$ cat config.mk
export PLATFORM = sky130hd
export DESIGN_NAME = stopwatch_bcd_counter
export DESIGN_NICKNAME = d
export VERILOG_FILES = /design/src/rtl/stopwatch_bcd_counter.sv
export SDC_FILE = /design/constraint.sdc
export NUM_CORES = 1
export LEC_CHECK = 0
export ABC_AREA = 1
export ABC_CLOCK_PERIOD_IN_PS = 2700
export CORE_ASPECT_RATIO = 1.2
export CORE_MARGIN = 5
export CORE_UTILIZATION = 33
export CTS_CLUSTER_DIAMETER = 150
export DETAILED_ROUTE_END_ITERATION = 10
export PLACE_DENSITY = 0.58
export SLEW_MARGIN = 20
export SYNTH_ARGS = -nofsm -noshare
export SYNTH_HDL_FRONTEND = slang
export SYNTH_SLANG_ARGS = --single-unit
export TNS_END_PERCENT = 1
$ cat constraint.sdc
create_clock -name clk_in -period 2.7 [get_ports clk_in]
set_clock_uncertainty 0.1 [all_clocks]
set_input_delay 0.405 -clock clk_in [delete_from_list [all_inputs] [get_ports clk_in]]
set_output_delay 0.405 -clock clk_in [all_outputs]
set_load 0.01 [all_outputs]
$ cat src/rtl/stopwatch_bcd_counter.sv
// stopwatch_bcd_counter: MM:SS BCD stopwatch driven by ticks derived from a
// divided clock that is sampled as data (it is never used as a clock).
// Optional build macro: STOPWATCH_SYNC_EN adds a two-flop synchronizer on
// tick_src, for when it comes from another clock domain (tick latency 3
// cycles instead of 1).
module stopwatch_bcd_counter #(
    parameter int unsigned TICKS_PER_SEC = 1,
    parameter int unsigned PW            = 1
) (
    input  logic       clk_in,
    input  logic       reset,
    input  logic       tick_src,
    input  logic       start,
    input  logic       stop,
    input  logic       clear,
    output logic [3:0] sec_ones,
    output logic [3:0] sec_tens,
    output logic [3:0] min_ones,
    output logic [3:0] min_tens,
    output logic       running,
    output logic       tick,
    output logic       rollover
);

    typedef enum logic [1:0] {
        IDLE  = 2'd0,
        RUN   = 2'd1,
        PAUSE = 2'd2
    } state_e;

    localparam logic [PW-1:0] PS_LAST = PW'(TICKS_PER_SEC - 1);

    logic          src;
    logic          src_q;
    logic          pulse_q;
    state_e        state_q, state_d;
    logic [PW-1:0] ps_q, ps_d;
    logic [3:0]    so_q, so_d, st_q, st_d, mo_q, mo_d, mt_q, mt_d;
    logic          roll_q, roll_d;

`ifdef STOPWATCH_SYNC_EN
    logic sync1_q, sync2_q;

    // Two-flop synchronizer for a tick_src from a foreign clock domain.
    always_ff @(posedge clk_in or negedge reset) begin
        if (!reset) begin
            sync1_q <= 1'b0;
            sync2_q <= 1'b0;
        end else begin
            sync1_q <= tick_src;
            sync2_q <= sync1_q;
        end
    end

    assign src = sync2_q;
`else
    assign src = tick_src;
`endif

    // Rising-edge detector: one registered pulse per low-to-high transition.
    always_ff @(posedge clk_in or negedge reset) begin
        if (!reset) begin
            src_q   <= 1'b0;
            pulse_q <= 1'b0;
        end else begin
            src_q   <= src;
            pulse_q <= src & ~src_q;
        end
    end

    // Control state register.
    always_ff @(posedge clk_in or negedge reset) begin
        if (!reset) begin
            state_q <= IDLE;
        end else begin
            state_q <= state_d;
        end
    end

    // Next-state logic: clear beats stop beats start; stop only acts in RUN.
    always_comb begin
        state_d = state_q;
        if (clear) begin
            state_d = IDLE;
        end else if (stop && (state_q == RUN)) begin
            state_d = PAUSE;
        end else if (start && (state_q != RUN)) begin
            state_d = RUN;
        end
    end

    // Prescaler and BCD digit registers.
    always_ff @(posedge clk_in or negedge reset) begin
        if (!reset) begin
            ps_q   <= '0;
            so_q   <= '0;
            st_q   <= '0;
            mo_q   <= '0;
            mt_q   <= '0;
            roll_q <= 1'b0;
        end else begin
            ps_q   <= ps_d;
            so_q   <= so_d;
            st_q   <= st_d;
            mo_q   <= mo_d;
            mt_q   <= mt_d;
            roll_q <= roll_d;
        end
    end

    // Count ticks in RUN; prescaler is untouched outside RUN so a partial
    // second survives a pause. The ripple carry is a nested chain per digit.
    always_comb begin
        ps_d   = ps_q;
        so_d   = so_q;
        st_d   = st_q;
        mo_d   = mo_q;
        mt_d   = mt_q;
        roll_d = 1'b0;
        if (clear) begin
            ps_d = '0;
            so_d = '0;
            st_d = '0;
            mo_d = '0;
            mt_d = '0;
        end else if ((state_q == RUN) && pulse_q) begin
            if (ps_q == PS_LAST) begin
                ps_d = '0;
                if (so_q != 4'd9) begin
                    so_d = so_q + 4'd1;
                end else begin
                    so_d = '0;
                    if (st_q != 4'd5) begin
                        st_d = st_q + 4'd1;
                    end else begin
                        st_d = '0;
                        if (mo_q != 4'd9) begin
                            mo_d = mo_q + 4'd1;
                        end else begin
                            mo_d = '0;
                            if (mt_q != 4'd5) begin
                                mt_d = mt_q + 4'd1;
                            end else begin
                                mt_d   = '0;
                                roll_d = 1'b1;
                            end
                        end
                    end
                end
            end else begin
                ps_d = ps_q + 1'b1;
            end
        end
    end

    assign running  = (state_q == RUN);
    assign tick     = pulse_q;
    assign rollover = roll_q;
    assign sec_ones = so_q;
    assign sec_tens = st_q;
    assign min_ones = mo_q;
    assign min_tens = mt_q;

endmodule

==> flow_metrics.py, run 1 <==
metrics = {
    "status": {
        "outcome": "complete, no violations",
    },
    "floorplan": {
        "die_x_um": 65.31,
        "rows": 24,
        "io_pins": 25,
        "floorplan.initialDensity": 0.3361,
        "die_y_um": 76.37,
        "die-area_um2": 4987,
        "core_um2": 3603,
    },
    "detailed_routing": {
        "viasPerCell": 4.925,
        "drtAntennaViolNets": 0,
        "num_vias": 1054,
        "wirelength_um": 2536,
        "post_drt_wl_per_cell_um": 11.85,
        "drc": 0,
        "drt_iter0_drc": 77,
        "dr.pass1.iters": 4,
    },
    "cells_and_area": {
        "num_antenna_cells": 0,
        "stdcell_count": 214,
        "drive_gt1_frac": 0.1200,
        "syn2layout_area_growth_pct": 27.89,
        "multi_input_area_um2": 616.8,
        "seqCellArea_um2": 525.5,
        "most-common-layout-cells": "nand2_1, clkdlybuf4s50_1, dfrtp_1",
        "nNetsFinal": 188,
        "final_common_cell": "nand2_1",
        "fillers": 369,
    },
    "global_routing": {
        "grt_pass1_vias": 1019,
        "antenna_found_initial": 0,
        "grt_overflow": 0,
        "grt_max_degree": 22,
        "grt_first_pass_wirelength_um": 4498,
        "grt_usage": 0.1122,
    },
    "critical_path": {
        "critPathLaunchType": "register",
        "startpoint": "state_q[1]",
        "path_cells": "inv_2, nand2_1, inv_1, clkdlybuf4s50_1",
        "end_kind": "primary output",
        "rr_worst_depth": 7,
        "cp.required_ps": 2190,
        "r2r_start": "sec_tens[1]",
        "cpMaxStageDelayCell": "clkdlybuf4s50_1",
        "critPathArrivalTime_ps": 1380,
        "rrSetupSlack_ps": 1170,
        "crit_end": "running",
        "crit_type": "register to primary output",
        "worstReg2RegEnd": "min_tens[0]",
        "crit_fanout": 3,
        "max_stage_delay_ps": 520,
    },
    "synthesis": {
        "synth_cells": 147,
        "synth_area_leader_cell": "dfrtp_1",
        "syn_nets": 159,
        "yosysWarnings": 0,
        "synth_cell_type_count": 24,
        "synth_area_leaders": "dfrtp_1, nand2_1, nand3_1",
        "syn_area_per_cell_um2": 8.239,
        "seq_area_frac_synth": 0.4339,
        "syn_area_um2": 1211,
        "synth_seq_cells": 21,
        "netlist.area_leader.share": 0.4339,
    },
    "cts": {
        "cts_resized": 0,
        "cts_buffers": 3,
        "htreeDepth": 1,
        "clkLatencyLatePin_ps": 270,
        "cts_setup_buffers": 0,
        "ctsHoldBuffers": 0,
        "path_clk_slew_ps": 80,
        "cts_tree": "built",
        "ctsRootBufferMaster": "clkbuf_8",
        "cts.path.max_buffers": 2,
        "clkSinkCount": 21,
    },
    "sta": {
        "timing.final.ws_setup_ps": 818.2,
        "rsz0062_at_grt": "no",
        "setup_tns_ps": 0,
        "slew_viol_final": 0,
        "finalHoldViolCount": 0,
        "final.period_utilization": 0.6970,
        "relSlewSlack": 0.7825,
        "hold-worst-slack_ps": 309.8,
        "fin_crit_ps": 1882,
        "worstMarginPinSlew_ps": 325.8,
        "timing.fmax_mhz": 531.4,
        "setup_viol": 0,
    },
    "place": {
        "place.gp.congestion": 0.8504,
        "dp_hpwl_um": 1938,
        "numPortBuffers": 24,
        "dp_slack_ps": 895.6,
        "dp_cells": 210,
    },
    "power_and_ir_drop": {
        "p_leak_nw": 0.7261,
        "p_per_area_nw_per_um2": 533.5,
        "irDropWorstVdd_mv": 0.1833,
    },
    "min_path": {
        "min_path_type": "register to register",
    },
    "flow_run": {
        "maxCapViolations": 0,
    },
}
state kept, by name, summed over array words and instances, names as in the netlist:
signal    count
min_ones      4
min_tens      4
rollover      1
sec_ones      4
sec_tens      4
src_q         1
state_q       2
tick          1
synth_stat cells (all sizes together):
cell	number
a21boi	1
nand3	20
o22ai	1
o21a	1
xor2	3
buf	1
o21ai	8
inv	17
nand2	43
ha	6
nand3b	1
nand4	5
xnor2	1
nor3	1
dfrtp	21
nor2	17
worst min path at each step:
| stage | start | endpoint | slack, ps | cells after the start |
|---|---|---|---|---|
| after floorplan | reset | min_ones[0] | 9 | 0 |
| after global placement | src_q | tick | 280 | 1 |
| after detailed placement | src_q | tick | 300 | 1 |
| after CTS | src_q | tick | 310 | 1 |
| after global routing | src_q | tick | 330 | 1 |
| final | src_q | tick | 310 | 1 |
logic make-up (layout without fill, tap and decap cells):
kind of cell / count (synthesis) / after routing / share of synthesized area
and+or+nand+nor: 87 / 87 / 0.3678
AOI/OAI and AO/OA: 11 / 11 / 0.05062
DFF: 21 / 21 / 0.4339
xor gates and xnor gates: 4 / 4 / 0.02893
buffers and inverters: 18 / 46 / 0.05681
adders and majority gates: 6 / 6 / 0.06198
worst max-delay path: cells and delay by family (launching register included):
family / cells / cell delay [ps]
buffers and inverters: 3 / 660
flip-flops: 1 / 380
AND/OR/NAND/NOR: 1 / 70
area by class of cell:
class                      count  area share
clock buffer                   3     0.02666
inverter                      17     0.04120
timing repair buffer          25      0.1599
sequential                    21      0.3393
clock inverter                 1    0.003231
multi-input combinational    108      0.3982
tap                           39     0.03150
layer usage:
layer  up-vias  track usage  part of all wire
met2        25       0.1935              0.51
met4         0      0.05187             0.021
met1       496       0.1276              0.41
li1        528            -                 -
met3         5      0.02655             0.055
met5         -            0                 0
where the power goes:
| part | switching [mW] | internal (mW) |
|---|---|---|
| clock network | 0.110 | 0.103 |
| logic | 0.102 | 0.112 |
| registers | 0.0520 | 0.348 |
| total | 0.264 | 0.563 |
per-stage QoR:
step / total power [mW] / util / area, µm²
2_1_floorplan: 0.5164 / - / 1211
5_1_grt: 0.8902 / 0.4299 / 1549
3_3_place_gp: 0.6167 / 0.4170 / 1503
3_5_place_dp: 0.6243 / 0.4170 / 1503
4_1_cts: 0.8375 / 0.4299 / 1549
6_report: 0.8264 / 0.4299 / 1549
Power figures use the tool's default switching activity.
==> run 2: changes to the inputs <==
--- a/config.mk
+++ b/config.mk
@@ -6,13 +6,13 @@
 export NUM_CORES = 1
 export LEC_CHECK = 0
 export ABC_AREA = 1
-export ABC_CLOCK_PERIOD_IN_PS = 2700
+export ABC_CLOCK_PERIOD_IN_PS = 1600
 export CORE_ASPECT_RATIO = 1.2
 export CORE_MARGIN = 5
 export CORE_UTILIZATION = 33
 export CTS_CLUSTER_DIAMETER = 150
 export DETAILED_ROUTE_END_ITERATION = 10
-export PLACE_DENSITY = 0.58
+export PLACE_DENSITY = 0.6
 export SLEW_MARGIN = 20
 export SYNTH_ARGS = -nofsm -noshare
 export SYNTH_HDL_FRONTEND = slang
==> constraint.sdc (replaced) <==
create_clock -name clk_in -period 1.6 [get_ports clk_in]
set_clock_uncertainty 0.1 [all_clocks]
set_input_delay 0.24 -clock clk_in [delete_from_list [all_inputs] [get_ports clk_in]]
set_output_delay 0.24 -clock clk_in [all_outputs]
set_load 0.01 [all_outputs]
==> flow_metrics.py, run 2 (same netlist as run 1, synthesis figures left out) <==
metrics = {
    "status": {
        "outcome": "complete, no violations",
    },
    "floorplan": {
        "core_um2": 3603,
        "die-area_um2": 4987,
        "die_y_um": 76.37,
        "rows": 24,
        "io_pins": 25,
        "floorplan.initialDensity": 0.3361,
        "die_x_um": 65.31,
    },
    "sta": {
        "setup_tns_ps": 0,
        "rsz0062_at_grt": "no",
        "hold-worst-slack_ps": 213.1,
        "relSlewSlack": 0.8144,
        "slew_viol_final": 0,
        "worstMarginPinSlew_ps": 278.4,
        "final.period_utilization": 0.9695,
        "setup_viol": 0,
        "timing.fmax_mhz": 644.7,
        "fin_crit_ps": 1551,
        "finalHoldViolCount": 0,
    },
    "flow_run": {
        "maxCapViolations": 0,
    },
    "place": {
        "numPortBuffers": 24,
        "postPlaceCellArea_um2": 1510,
        "place.gp.congestion": 0.8054,
        "dp_hpwl_um": 2000,
    },
    "detailed_routing": {
        "dr.pass1.iters": 4,
        "wirelength_um": 2599,
        "drc": 0,
        "drtAntennaViolNets": 0,
        "viasPerCell": 4.856,
        "post_drt_wl_per_cell_um": 12.03,
        "drt_iter0_drc": 56,
        "num_vias": 1049,
    },
    "global_routing": {
        "grt_usage": 0.1147,
        "grt_max_degree": 22,
        "antenna_found_initial": 0,
        "grt_overflow": 0,
        "grt_first_pass_wirelength_um": 4505,
        "grt_pass1_vias": 1039,
    },
    "cts": {
        "cts_buffers": 3,
        "clkSinkCount": 21,
        "ctsRootBufferMaster": "clkbuf_8",
        "cts.path.max_buffers": 2,
        "path_clk_slew_ps": 80,
        "cts_tree": "built",
        "ctsHoldBuffers": 0,
        "htreeDepth": 1,
        "clkLatencyLatePin_ps": 260,
    },
    "critical_path": {
        "crit_fanout": 4,
        "critPathArrivalTime_ps": 1210,
        "cp_top_family": "buffers and inverters",
        "cp.buffers_inverters": 1,
        "end_kind": "primary output",
        "cp.required_ps": 1260,
        "crit_type": "register to primary output",
        "cpMaxStageDelayCell": "clkdlybuf4s50_1",
        "critPathLaunchType": "register",
        "max_stage_delay_ps": 550,
        "path_cells": "clkdlybuf4s50_1",
    },
    "cells_and_area": {
        "most-common-layout-cells": "nand2_1, nand3_1, nor2_1, dfrtp_1, inv_1",
        "fillers": 368,
        "final_common_cell": "nand2_1",
        "num_antenna_cells": 0,
        "fin_area_um2": 1575,
        "nNetsFinal": 190,
        "syn2layout_area_growth_pct": 30.06,
        "drive_gt1_frac": 0.1638,
    },
    "min_path": {
        "min_path_type": "primary input to async pin",
    },
    "power_and_ir_drop": {
        "irDropWorstVdd_mv": 0.2591,
        "total_power_mw": 1.366,
        "p_leak_nw": 0.8572,
        "p_per_area_nw_per_um2": 867.2,
    },
}
run 2: changes by cell type in the layout (fill, tap and decap cells not counted):
cell	delta
buf_4	+2
clkbuf_1	+1
clkdlybuf4s50_1	-15
clkinv_2	-1
dfrtp_1	-7
dfrtp_2	+7
dlygate4sd2_1	+9
dlymetal6s2s_1	+6
run 2: where the power goes:
group          total (mW)  leakage, nW  internal (mW)  switching [mW]
Combinational       0.336        0.564          0.164           0.171
Sequential          0.675        0.270          0.592          0.0835
Clock               0.355       0.0228          0.178           0.178
run 2: final timing paths:
kind / from / end / slack [ps] / cells past startpoint
hold / removal: reset / min_ones[3] / 210 / 2
max in group asynchronous: reset / min_tens[2] / 950 / 2
setup reg to reg: sec_tens[1] / min_tens[0] / 120 / 7
setup / recovery: sec_ones[1] / sec_ones[1] / 50 / 1
min in group clk_in: src_q / tick / 290 / 1
hold reg to reg: src_q / tick / 290 / 1
run 2: routing by layer:
layer  vias to the layer above  global-route usage  part of all wire
met2                        22              0.1976              0.53
met1                       490              0.1270              0.42
met5                         -                   0                 0
met3                         3             0.02360             0.040
li1                        534                   -                 -
met4                         0             0.06639             0.010
run 2: area by class of cell:
class	instances	area (µm²)	share of cell area
Inverter	17	63.81	0.04051
Timing Repair Buffer	27	266.5	0.1692
Clock buffer	4	45.04	0.02859
Sequential cell	21	534.3	0.3392
Tap cell	39	48.80	0.03098
Multi-Input combinational cell	108	616.8	0.3916
run 2: metrics by stage:
stage | setup WS (ps) | utilization | cells
5_1_grt | 5.498 | 0.4372 | 216
6_report | 48.87 | 0.4372 | 216
4_1_cts | -10.72 | 0.4309 | 215
2_1_floorplan | 228.5 | - | 147
3_3_place_gp | 72.78 | 0.4191 | 211
3_5_place_dp | 46.47 | 0.4191 | 211
run 2: timing repair:
| action | 4_1_cts | 5_1_grt |
|---|---|---|
| setup endpoints to repair | 13 | 7 |
| gates resized for setup | 16 | 6 |
| setup buffers | 0 | 1 |
==> run 3: changes to the inputs <==
--- a/config.mk
+++ b/config.mk
@@ -13,7 +13,6 @@
 export CTS_CLUSTER_DIAMETER = 150
 export DETAILED_ROUTE_END_ITERATION = 10
 export PLACE_DENSITY = 0.6
-export SLEW_MARGIN = 20
 export SYNTH_ARGS = -nofsm -noshare
 export SYNTH_HDL_FRONTEND = slang
 export SYNTH_SLANG_ARGS = --single-unit
==> results of run 3 <==
The final DEF is identical to that of run 2; final timing and power are the same.
